==> config.mk <==
export PLATFORM = sky130hd
export DESIGN_NAME = dcache_dm_wb
export DESIGN_NICKNAME = d
export VERILOG_FILES = /design/src/rtl/dcache_pkg.sv /design/src/rtl/dcache_burst_engine.sv /design/src/rtl/dcache_dm_wb.sv
export SDC_FILE = /design/constraint.sdc
export NUM_CORES = 2
export LEC_CHECK = 0
export CAP_MARGIN = 20
export CORE_MARGIN = 4
export CORE_UTILIZATION = 30
export CTS_CLUSTER_DIAMETER = 80
export DETAILED_ROUTE_END_ITERATION = 10
export GPL_ROUTABILITY_DRIVEN = 0
export PLACE_DENSITY = 0.43
export SYNTH_ARGS = -nofsm -noshare
export SYNTH_HDL_FRONTEND = slang
export SYNTH_SLANG_ARGS = --single-unit
==> constraint.sdc <==
create_clock -name i_clk -period 6.7 [get_ports i_clk]
set_clock_uncertainty 0.1 [all_clocks]
set_input_delay 1.005 -clock i_clk [delete_from_list [all_inputs] [get_ports i_clk]]
set_output_delay 1.005 -clock i_clk [all_outputs]
set_load 0.02 [all_outputs]
==> src/rtl/dcache_pkg.sv <==
// Shared types and address-field helpers for the direct-mapped
// write-back data cache.
package dcache_pkg;

   localparam int BYTE_W  = 2;
   localparam int TAG_MAX = 32;

   typedef enum logic [1:0] {
      S_IDLE,
      S_COMPARE,
      S_EVICT,
      S_REFILL
   } state_e;

   typedef enum logic [1:0] {
      B_IDLE,
      B_REQ,
      B_WAIT
   } burst_e;

   typedef struct packed {
      logic               valid;
      logic               dirty;
      logic [TAG_MAX-1:0] tag;
   } line_meta_t;

   function automatic int word_bits(input int words);
      return $clog2(words);
   endfunction

   function automatic int index_bits(input int lines);
      return $clog2(lines);
   endfunction

   function automatic int tag_bits(input int aw, input int lines,
                                   input int words);
      return aw - BYTE_W - $clog2(lines) - $clog2(words);
   endfunction

endpackage

==> src/rtl/dcache_burst_engine.sv <==
// Sequences one line's worth of single-word memory transactions,
// one outstanding request at a time, for eviction and refill.
module dcache_burst_engine
   import dcache_pkg::*;
#(
   parameter int AW    = 32,
   parameter int DW    = 32,
   parameter int WORDS = 4
) (
   input  logic                       i_clk,
   input  logic                       i_reset_n,
   input  logic                       start,
   input  logic                       start_we,
   input  logic [AW-1:0]              start_addr,
   input  logic [DW-1:0]              wr_word,
   output logic [word_bits(WORDS)-1:0] word_idx,
   output logic                       rsp_valid,
   output logic [DW-1:0]              rsp_data,
   output logic                       done,
   output logic                       mem_req_valid,
   input  logic                       mem_req_ready,
   output logic                       mem_req_we,
   output logic [AW-1:0]              mem_req_addr,
   output logic [DW-1:0]              mem_req_wdata,
   input  logic                       mem_res_valid,
   input  logic [DW-1:0]              mem_res_rdata
);

   localparam int WW = word_bits(WORDS);

   burst_e        st_q, st_d;
   logic [WW-1:0] cnt_q, cnt_d;
   logic          we_q;
   logic [AW-1:0] base_q;
   logic          last;
   logic          resp;

   assign last = (cnt_q == WW'(WORDS - 1));
   assign resp = (st_q == B_WAIT) && mem_res_valid;

   always_comb begin
      st_d  = st_q;
      cnt_d = cnt_q;
      unique case (st_q)
         B_REQ: begin
            if (mem_req_ready) st_d = B_WAIT;
         end
         B_WAIT: begin
            if (resp) begin
               st_d  = last ? B_IDLE : B_REQ;
               cnt_d = cnt_q + 1'b1;
            end
         end
         default: st_d = st_q;
      endcase
      // a new burst may be chained in the cycle the previous one ends
      if (start) begin
         st_d  = B_REQ;
         cnt_d = '0;
      end
   end

   always_ff @(posedge i_clk or negedge i_reset_n) begin
      if (!i_reset_n) begin
         st_q   <= B_IDLE;
         cnt_q  <= '0;
         we_q   <= 1'b0;
         base_q <= '0;
      end else begin
         st_q  <= st_d;
         cnt_q <= cnt_d;
         if (start) begin
            we_q   <= start_we;
            base_q <= start_addr;
         end
      end
   end

   assign mem_req_valid = (st_q == B_REQ);
   assign mem_req_we    = mem_req_valid && we_q;
   assign mem_req_addr  = base_q + AW'({cnt_q, 2'b00});
   assign mem_req_wdata = mem_req_we ? wr_word : '0;

   assign word_idx  = cnt_q;
   assign rsp_valid = resp;
   assign rsp_data  = mem_res_rdata;
   assign done      = resp && last;

endmodule

==> src/rtl/dcache_dm_wb.sv <==
// Direct-mapped, write-back, write-allocate data cache answering the
// MEM stage; misses evict and refill through a single-word memory port.
module dcache_dm_wb
   import dcache_pkg::*;
#(
   parameter int DATA_LENGTH    = 32,
   parameter int ADDR_LENGTH    = 32,
   parameter int NUM_LINES      = 16,
   parameter int WORDS_PER_LINE = 4
) (
   input  logic                   i_clk,
   input  logic                   i_reset_n,
   input  logic                   valid,
   output logic                   ready,
   input  logic                   rw,
   input  logic [ADDR_LENGTH-1:0] addr,
   input  logic [DATA_LENGTH-1:0] wdata,
   input  logic [DATA_LENGTH-1:0] wmask,
   output logic [DATA_LENGTH-1:0] rdata,
   output logic                   rvalid,
   output logic                   mem_req_valid,
   input  logic                   mem_req_ready,
   output logic                   mem_req_we,
   output logic [ADDR_LENGTH-1:0] mem_req_addr,
   output logic [DATA_LENGTH-1:0] mem_req_wdata,
   input  logic                   mem_res_valid,
   input  logic [DATA_LENGTH-1:0] mem_res_rdata
);

   localparam int OFF_W = word_bits(WORDS_PER_LINE);
   localparam int IDX_W = index_bits(NUM_LINES);
   localparam int TAG_W = tag_bits(ADDR_LENGTH, NUM_LINES, WORDS_PER_LINE);
   localparam int LOW_W = OFF_W + BYTE_W;

   state_e st_q, st_d;

   logic                          req_rw_q;
   logic [ADDR_LENGTH-1:BYTE_W]   req_addr_q;
   logic [DATA_LENGTH-1:0]        req_wdata_q;
   logic [DATA_LENGTH-1:0]        req_wmask_q;

   logic [IDX_W-1:0] idx;
   logic [OFF_W-1:0] woff;
   logic [TAG_W-1:0] tag;

   logic [NUM_LINES-1:0]   valid_q;
   logic [NUM_LINES-1:0]   dirty_q;
   logic [TAG_W-1:0]       tag_q  [NUM_LINES];
   logic [DATA_LENGTH-1:0] data_q [NUM_LINES][WORDS_PER_LINE];

   line_meta_t             line;
   logic                   hit;
   logic [DATA_LENGTH-1:0] old_word;
   logic [DATA_LENGTH-1:0] merged;
   logic                   wr_hit;

   logic                   eng_start;
   logic                   eng_we;
   logic [ADDR_LENGTH-1:0] eng_addr;
   logic [OFF_W-1:0]       eng_word;
   logic                   eng_rsp;
   logic [DATA_LENGTH-1:0] eng_data;
   logic                   eng_done;

   logic                   unused_addr;

   assign unused_addr = ^addr[BYTE_W-1:0];

   assign idx  = req_addr_q[LOW_W +: IDX_W];
   assign woff = req_addr_q[BYTE_W +: OFF_W];
   assign tag  = req_addr_q[ADDR_LENGTH-1 -: TAG_W];

   assign line = '{valid: valid_q[idx],
                   dirty: dirty_q[idx],
                   tag:   TAG_MAX'(tag_q[idx])};

   assign hit      = line.valid && (line.tag == TAG_MAX'(tag));
   assign old_word = data_q[idx][woff];
   assign merged   = (old_word & ~req_wmask_q) | (req_wdata_q & req_wmask_q);
   assign ready    = (st_q == S_IDLE);

   always_comb begin
      st_d      = st_q;
      eng_start = 1'b0;
      eng_we    = 1'b0;
      eng_addr  = '0;
      rvalid    = 1'b0;
      rdata     = '0;
      wr_hit    = 1'b0;
      unique case (st_q)
         S_IDLE: begin
            if (valid) st_d = S_COMPARE;
         end
         S_COMPARE: begin
            if (hit) begin
               rvalid = 1'b1;
               rdata  = req_rw_q ? merged : old_word;
               wr_hit = req_rw_q;
               st_d   = S_IDLE;
            end else if (line.valid && line.dirty) begin
               eng_start = 1'b1;
               eng_we    = 1'b1;
               eng_addr  = {line.tag[TAG_W-1:0], idx, {LOW_W{1'b0}}};
               st_d      = S_EVICT;
            end else begin
               eng_start = 1'b1;
               eng_addr  = {tag, idx, {LOW_W{1'b0}}};
               st_d      = S_REFILL;
            end
         end
         S_EVICT: begin
            if (eng_done) begin
               eng_start = 1'b1;
               eng_addr  = {tag, idx, {LOW_W{1'b0}}};
               st_d      = S_REFILL;
            end
         end
         S_REFILL: begin
            if (eng_done) st_d = S_COMPARE;
         end
         default: st_d = S_IDLE;
      endcase
   end

   always_ff @(posedge i_clk or negedge i_reset_n) begin
      if (!i_reset_n) begin
         st_q        <= S_IDLE;
         valid_q     <= '0;
         dirty_q     <= '0;
         req_rw_q    <= 1'b0;
         req_addr_q  <= '0;
         req_wdata_q <= '0;
         req_wmask_q <= '0;
      end else begin
         st_q <= st_d;
         if (valid && ready) begin
            req_rw_q    <= rw;
            req_addr_q  <= addr[ADDR_LENGTH-1:BYTE_W];
            req_wdata_q <= wdata;
            req_wmask_q <= wmask;
         end
         if (eng_start && !eng_we) valid_q[idx] <= 1'b0;
         if (st_q == S_EVICT && eng_done) dirty_q[idx] <= 1'b0;
         if (st_q == S_REFILL && eng_done) begin
            valid_q[idx] <= 1'b1;
            dirty_q[idx] <= 1'b0;
         end
         if (wr_hit) dirty_q[idx] <= 1'b1;
      end
   end

   // data and tags carry no reset; the valid bits guard them
   always_ff @(posedge i_clk) begin
      if (st_q == S_REFILL && eng_rsp) data_q[idx][eng_word] <= eng_data;
      if (st_q == S_REFILL && eng_done) tag_q[idx] <= tag;
      if (wr_hit) data_q[idx][woff] <= merged;
   end

   dcache_burst_engine #(
      .AW    (ADDR_LENGTH),
      .DW    (DATA_LENGTH),
      .WORDS (WORDS_PER_LINE)
   ) u_burst (
      .i_clk         (i_clk),
      .i_reset_n     (i_reset_n),
      .start         (eng_start),
      .start_we      (eng_we),
      .start_addr    (eng_addr),
      .wr_word       (data_q[idx][eng_word]),
      .word_idx      (eng_word),
      .rsp_valid     (eng_rsp),
      .rsp_data      (eng_data),
      .done          (eng_done),
      .mem_req_valid (mem_req_valid),
      .mem_req_ready (mem_req_ready),
      .mem_req_we    (mem_req_we),
      .mem_req_addr  (mem_req_addr),
      .mem_req_wdata (mem_req_wdata),
      .mem_res_valid (mem_res_valid),
      .mem_res_rdata (mem_res_rdata)
   );

endmodule

== Word level (Yosys, flattened, before mapping) ==
Memory sizes are Yosys's and may differ from the RTL's.
Cells that the tools add are included.

* Add/sub/neg operators: 2
* Magnitude comparators: 6
* Equality and inequality tests: 12
* Muxes and demuxes: 187
* Bitwise operators: 140
* Reduce and logical (&&, ||, !) cells: 21

{| class="wikitable"
|+ Operator list
! cell !! count
|-
| 32-bit 2-to-1 mux || 13
|-
| 128-bit 2-to-1 mux || 2
|-
| 1-bit 2-to-1 mux || 146
|-
| 32-bit binary-select mux with 2-bit select || 2
|-
| 32-bit demux with 2-bit select || 2
|-
| 1-bit OR || 128
|-
| 16-bit 2-to-1 mux || 5
|-
| 32-bit AND || 2
|-
| 32-bit case mux with 2 select lines || 1
|-
| 16-bit AND || 3
|-
| 32-bit by 4-bit adder with 32-bit output || 1
|-
| 32-bit NOT || 1
|-
| 16-bit OR || 2
|-
| 32-bit OR || 1
|-
| 24-bit equality test || 1
|-
| 2-bit 2-to-1 mux || 10
|-
| 16-bit NOT || 1
|-
| 1-bit logical AND || 13
|-
| 1-bit binary-select mux with 4-bit select || 2
|-
| 2-bit equality test (second input constant) || 4
|-
| 2-bit case mux with 4 select lines || 1
|-
| 3-bit greater-or-equal comparator (second input constant) || 2
|-
| 3-bit by 1-bit less-than comparator with 1-bit output (second input constant) || 2
|-
| 2-bit inequality test (second input constant) || 3
|-
| 15 further kinds || 20
|}

* Bits in registers: 166
* RAM bits: 2432
* Bits of input ports: 134
* Output and inout bits: 100
* Logic and storage cells: 381
* Memories kept: 2

{| class="wikitable"
|+ Memories
! memory !! words !! bits a word !! rd ports !! clocked after memory_dff !! write ports !! RTL line !! RTL
|-
| data_q || 16 || 128 || 1 || 0 || 1 || dcache_dm_wb.sv:49 || <nowiki>logic [DATA_LENGTH-1:0] data_q [NUM_LINES][WORDS_PER_LINE];</nowiki>
|-
| tag_q || 16 || 24 || 1 || 0 || 1 || dcache_dm_wb.sv:48 || <nowiki>logic [TAG_W-1:0] tag_q [NUM_LINES];</nowiki>
|}

== Longest topological paths before layout ==
* Depth in word-level cells: 11
* Mapped depth: 19
* Gate-level depth less buffers: 10

== By module ==
Synthesis repeated with hierarchy kept, for this count alone.

* Cells, all modules: 4863
* Area total of the unflattened synthesis: 105306.0 um2

{| class="wikitable"
|+ Modules (own cells, without submodules)
! module !! times used !! cells each !! area an instance (um2) !! seq. area each (um2)
|-
| dcache_dm_wb || 1 || 4597 || 102734.8 || 76258.1
|-
| dcache_burst_engine || 1 || 266 || 2571.2 || 925.9
|}

== Worst setup path before layout ==
No wires, ideal clock.

* Path type: reg2reg
* Start point: reg req_addr_q[4] in the netlist's numbering
* End point: mem data_q[11][32] in the netlist's numbering, enable pin
* Setup time: 0.432 ns
* Arrival: 5.184 ns
* Data required time: 6.168 ns
* Setup slack: 0.984 ns
* Stages on the path, launching flop included: 17
* Path buffers: 6
* Clock period less this slack: 5.716 ns
* Cell sequence: dfrtp_1 > buf_4 > buf_6 > buf_6 > mux2_1 > a22oi_1 > a31oi_1 > or4_1 > or4_1 > nor3_4 > nand4_4 > inv_2 > nand4_1 > buf_2 > buf_2 > buf_2 > a21oi_1

* Longest elaborated chain between the ends: 8
* Elaborated cells on any way between the ends: 10
* Those cells by class: eq/ne: 1; mux: 6; bitwise: 1; reduce/logical: 1; memory: 1

{| class="wikitable"
|+ RTL lines
! element !! RTL line !! RTL
|-
| start: declaration || dcache_dm_wb.sv:38 || <nowiki>logic [ADDR_LENGTH-1:BYTE_W] req_addr_q;</nowiki>
|-
| start signal: assignment || dcache_dm_wb.sv:138 || <nowiki>req_addr_q <= addr[ADDR_LENGTH-1:BYTE_W];</nowiki>
|-
| memory 16 x 24 bit / 1-bit binary-select mux with 4-bit select (equally long branches) || -- ||
|-
| 24-bit equality test / 1-bit 2-to-1 mux (equally long branches) || dcache_dm_wb.sv:77, dcache_dm_wb.sv:73 ||
|-
| 1-bit logical AND || dcache_dm_wb.sv:77 || <nowiki>assign hit = line.valid && (line.tag == TAG_MAX'(tag));</nowiki>
|-
| 1-bit 2-to-1 mux || dcache_dm_wb.sv:95 || <nowiki>if (hit) begin</nowiki>
|-
| 1-bit 2-to-1 mux || dcache_dm_wb.sv:90 || <nowiki>unique case (st_q)</nowiki>
|-
| 1-bit 2-to-1 mux || dcache_dm_wb.sv:156 || <nowiki>if (wr_hit) data_q[idx][woff] <= merged;</nowiki>
|-
| 128-bit 2-to-1 mux (implied by the code) || dcache_dm_wb.sv:156 ||
|-
| 1-bit OR (no source line) || -- ||
|-
| end: declaration || dcache_dm_wb.sv:49 ||
|}

Parallel ways exist; a longest one is shown, timed or not. The select of a mux whose other input is x is not followed.

== Worst setup path after layout ==
* Start point: reg req_addr_q[5] in the netlist's numbering
* End point: out rdata[31]

* Longest elaborated chain between the ends: 9
* Elaborated cells on any way between the ends: 14
* Those cells by class: eq/ne: 1; mux: 8; bitwise: 2; reduce/logical: 1; memory: 2

{| class="wikitable"
|+ RTL lines
! element !! RTL line !! RTL
|-
| memory 16 x 128 bit || -- ||
|-
| 32-bit binary-select mux with 2-bit select || dcache_dm_wb.sv:78 || <nowiki>assign old_word = data_q[idx][woff];</nowiki>
|-
| 32-bit 2-to-1 mux (implied by the code) (2 in series) || dcache_dm_wb.sv:78 ||
|-
| 32-bit AND || dcache_dm_wb.sv:79 || <nowiki>assign merged = (old_word & ~req_wmask_q) | (req_wdata_q & req_wmask_q);</nowiki>
|-
| 32-bit OR || dcache_dm_wb.sv:79 ||
|-
| 32-bit 2-to-1 mux || dcache_dm_wb.sv:97 || <nowiki>rdata = req_rw_q ? merged : old_word;</nowiki>
|-
| 32-bit 2-to-1 mux * || dcache_dm_wb.sv:95 ||
|-
| 32-bit 2-to-1 mux * || dcache_dm_wb.sv:90 ||
|-
| end: declaration || dcache_dm_wb.sv:19 || <nowiki>output logic [DATA_LENGTH-1:0] rdata,</nowiki>
|}

Mark *: on every way between the ends. The rest lies on a longest branch, timed or not. The select of a mux whose other input is x is not followed.

==> metrics.yaml <==
clock_network:
  clkSlewWorstSetupHoldPaths_ns: 0.06
  cts_buffers: 296
  clkLatencyLatePin_ns: 0.91
  clock_tree.root_cell: "sky130_fd_sc_hd__clkbuf_16"
  htree_num_levels: 5
  cts.path.max_buffers: 4
  cts.sinks: 2594
  tritoncts: "built"
yosys:
  dominantRegCellSynth: "sky130_fd_sc_hd__edfxtp_1"
  dominant_combinational_cell_family_by_area_after_synthesis: "multiplexers"
  yosysTopAreaCell: "sky130_fd_sc_hd__edfxtp_1"
  avgSynthCellArea_um2: 21.6
  synth_edf_count: 2432
  synth_area_leaders: "sky130_fd_sc_hd__edfxtp_1 (70%), sky130_fd_sc_hd__mux4_2 (17%), sky130_fd_sc_hd__dfrtp_1 (3.9%)"
  synth-xor-area-share_pct: 0.177
  synthesis.area_mm2: 0.104
  ys_types: 68
  syn-instance-count: 4816
  post_synth_fa_ha_maj_area_fraction_pct: 0.0961
  seq_area_frac_synth_pct: 74.0
  synth_top_area_share_pct: 70.1
  count_of_warnings_emitted_by_yosys: 0
  ffs_w_async_s_r_synth_pct: 6.25
  fraction_of_the_mapped_netlist_area_in_compound_gates_pct: 1.96
  yosys.area_share.simple_pct: 1.85
  ys_ff_latch: 2594
  mux_share_of_post_synthesis_cell_area_pct: 20.6
detailed_routing:
  drcViolationCount: 0
  wl_per_cell_um: 32.1
  vias_per_cell: 5.19
  final_antenna_net_count: 0
  first_iter_violations: 5225
  drtPass1Iterations: 5
  totalWireLength_um: 325000
  vias: 52600
finish:
  post_route_cells_drive_above_1_share_pct: 32.9
  n_fill_cell: 31900
  multiInputGateArea_mm2: 0.0266
  ff_latch_area_mm2: 0.0771
  layout.core_utilization_pct: 35.9
  flow.area_growth_from_synthesis_pct: 19.2
  finalNetCount: 5436
min_path:
  timing.hold.worst.class: "register to register"
worst_setup_path:
  critPathMaxFanout: 85
  cp_num_buf_inv: 3
  critical_setup_path_kind: "register to primary output"
  nature_of_the_critical_path_startpoint: "register"
  critical-path-slowest-cell: "sky130_fd_sc_hd__dfrtp_4"
  critical-path-top-delay-family: "multiplexers"
  timing.critical_path.required_ns: 5.59
  critical_path_cell_by_cell: "buf_12 > buf_16 > mux4_2 > mux4_2 > mux4_2 > mux2_2 > nor2_1 > nor3_1 > clkdlybuf4s50_1"
  crit_arrival_ns: 5.47
  endpoint_kind: "primary output"
  critPathMaxStageDelay_ns: 0.65
  critical_path.most_common_cell: "sky130_fd_sc_hd__mux4_2"
power_and_ir_drop:
  share_comb_of_total_power_pct: 32.9
  internal-power_mw: 34.9
  power_per_cell_area_mw_per_mm2: 420
  power.ir.vdd_worst_mv: 0.300
  seq_power_share_pct: 36.9
  switchingPower_mw: 17.2
  cellLeakagePower_nw: 39.0
  power.share.clock_pct: 30.2
  netSwitchingFraction_pct: 33.0
global_route:
  grt_first_pass_wirelength_um: 449000
  maximum_number_of_pins_on_one_net_before_global_route_repair: 115
  grt_overflow: 0
  grt_pass1_vias: 54100
  number_of_antenna_violations_at_the_first_check_in_global_routing: 24
  track_usage_pct: 17.9
floorplan:
  pin_count: 234
  die_width_um: 597
  core_region_area_mm2: 0.346
  initial_core_util_pct: 30.1
  row_count: 216
  floorplan.die_area_mm2: 0.357
  dieHeight_um: 597
sta:
  worst_slew_pin_slew_ns: 1.13
  timing.max_slew.rel_slack_pct: 24.4
  final-setup-viol-count: 0
  worst_hold_margin_ns: 0.401
  fin_crit_ns: 6.57
  rsz0062_at_grt: "true"
  period_share_pct: 98.1
  timing.fmax_ghz: 0.152
  hold_violations: 0
  timing_max_transition_violations_final: 0
placed_design:
  buffer_ports.inserted: 229
  detailed_place_hpwl_um: 192000
run_status:
  status: "complete, no violations"
job:
  timing.max_cap.violations: 0
==> final timing paths <==
check	start	end	slack [ns]	cells past startpoint
setup / recovery	req_addr_q[5]	rdata[31]	0.13	9
hold / removal	req_wdata_q[6]	req_wdata_q[6]	0.40	1
setup reg to reg	req_addr_q[4]	data_q[0][17]	1.03	16
hold reg to reg	req_wdata_q[6]	req_wdata_q[6]	0.40	1
max in group asynchronous	i_reset_n	req_rw_q	4.68	3
min in group asynchronous	i_reset_n	req_addr_q[17]	0.58	2
==> flip-flops by register name, indices dropped and copies added (netlist names) <==
| register | flops |
|---|---|
| u_burst.word_idx | 2 |
| dirty_q | 16 |
| req_addr_q | 30 |
| data_q | 2048 |
| u_burst.base_q | 28 |
| u_burst.we_q | 1 |
| u_burst.st_q | 2 |
| valid_q | 16 |
| req_wmask_q | 32 |
| st_q | 2 |
| tag_q | 384 |
| req_rw_q | 1 |
| req_wdata_q | 32 |
==> layout by cell type (no fill, tap or decap), types with 60 or more instances in the layout <==
cell	instances
sky130_fd_sc_hd__dfrtp_1	155
sky130_fd_sc_hd__mux2i_1	98
sky130_fd_sc_hd__clkbuf_16	306
sky130_fd_sc_hd__clkdlybuf4s50_1	208
sky130_fd_sc_hd__a21oi_1	60
sky130_fd_sc_hd__edfxtp_1	2432
sky130_fd_sc_hd__a21oi_4	64
sky130_fd_sc_hd__mux2_2	274
sky130_fd_sc_hd__nor2_1	146
sky130_fd_sc_hd__clkinv_1	69
sky130_fd_sc_hd__mux4_2	765
sky130_fd_sc_hd__buf_4	168
sky130_fd_sc_hd__buf_12	62
==> per-layer routing <==
| metal | global-route usage (%) | vias to the layer above | wire length [um] |
|---|---|---|---|
| li1 | - | 21400 | - |
| met1 | 25.7 | 29200 | 145000 |
| met2 | 28.6 | 1621 | 154000 |
| met3 | 2.85 | 400 | 19100 |
| met4 | 4.34 | 0 | 7890 |
| met5 | 0 | - | 0 |
==> synth_stat cells, types with 8 or more instances <==
master                     instances
sky130_fd_sc_hd__xnor2_1          16
sky130_fd_sc_hd__a31oi_1          44
sky130_fd_sc_hd__o22ai_1          13
sky130_fd_sc_hd__nor2b_1          14
sky130_fd_sc_hd__buf_6            16
sky130_fd_sc_hd__dfrtp_1         162
sky130_fd_sc_hd__and2_1           37
sky130_fd_sc_hd__mux2_2          274
sky130_fd_sc_hd__mux4_2          765
sky130_fd_sc_hd__nor2_1          162
sky130_fd_sc_hd__nand2_1          58
sky130_fd_sc_hd__inv_1            15
sky130_fd_sc_hd__clkbuf_1        171
sky130_fd_sc_hd__mux2i_1          99
sky130_fd_sc_hd__a22oi_1          33
sky130_fd_sc_hd__buf_1            38
sky130_fd_sc_hd__a22o_1            8
sky130_fd_sc_hd__o21ai_0          50
sky130_fd_sc_hd__nor3_1           36
sky130_fd_sc_hd__a21oi_1         124
sky130_fd_sc_hd__a211oi_1         28
sky130_fd_sc_hd__ha_1              8
sky130_fd_sc_hd__nand4_1          14
sky130_fd_sc_hd__edfxtp_1       2432
sky130_fd_sc_hd__nand3_1          50
sky130_fd_sc_hd__buf_2            61
==> stage by stage <==
step	setup TNS [ns]	total power, mW	std cells	cell area [um2]	setup WS (ns)
floorplan	0	29.7	4817	104000	0.984
global placement	0	36.7	9563	114000	0.650
detailed placement	0	36.7	9563	114000	0.688
CTS	-0.00129	52.7	10100	124000	-0.00129
global route	-0.0180	54.3	10100	124000	-0.0174
finish	0	52.2	10100	124000	0.125
==> kinds of logic (layout without fill, tap and decap cells) <==
family	count (synthesis)	in the layout
flops	2594	2594
simple gates	403	403
fa+ha+maj	8	8
buf+inv	311	1028
compound gates	333	333
other cells	1	28
xor+xnor	21	21
mux	1145	1145
==> power by group through the flow <==
stage | Sequential (mW) | Clock, mW | Combinational (mW)
detailed placement | 19.6 | 0 | 17.1
CTS | 19.3 | 16.2 | 17.3
global route | 19.3 | 16.9 | 18.1
finish | 19.3 | 15.8 | 17.2
floorplan | 19.3 | 0 | 10.4
global placement | 19.6 | 0 | 17.1
==> cell type report <==
type / instances / share of cell area (%)
timing repair buffer: 470 / 4.19
tap: 4578 / 4.61
multi-input combinational: 1912 / 21.4
clock inverter: 176 / 1.27
antenna: 26 / 0.0524
clock buffer: 362 / 6.28
inverter: 20 / 0.0615
sequential: 2594 / 62.1
==> what timing repair did <==
item                                    4_1_cts  5_1_grt
buffers inserted                              4        0
resized for setup                            13       20
hold endpoints to repair                     41        0
cloned                                        1        4
endpoints found under the setup margin       26       22
hold buffers                                  1        0
Power figures use the tool's default switching activity.
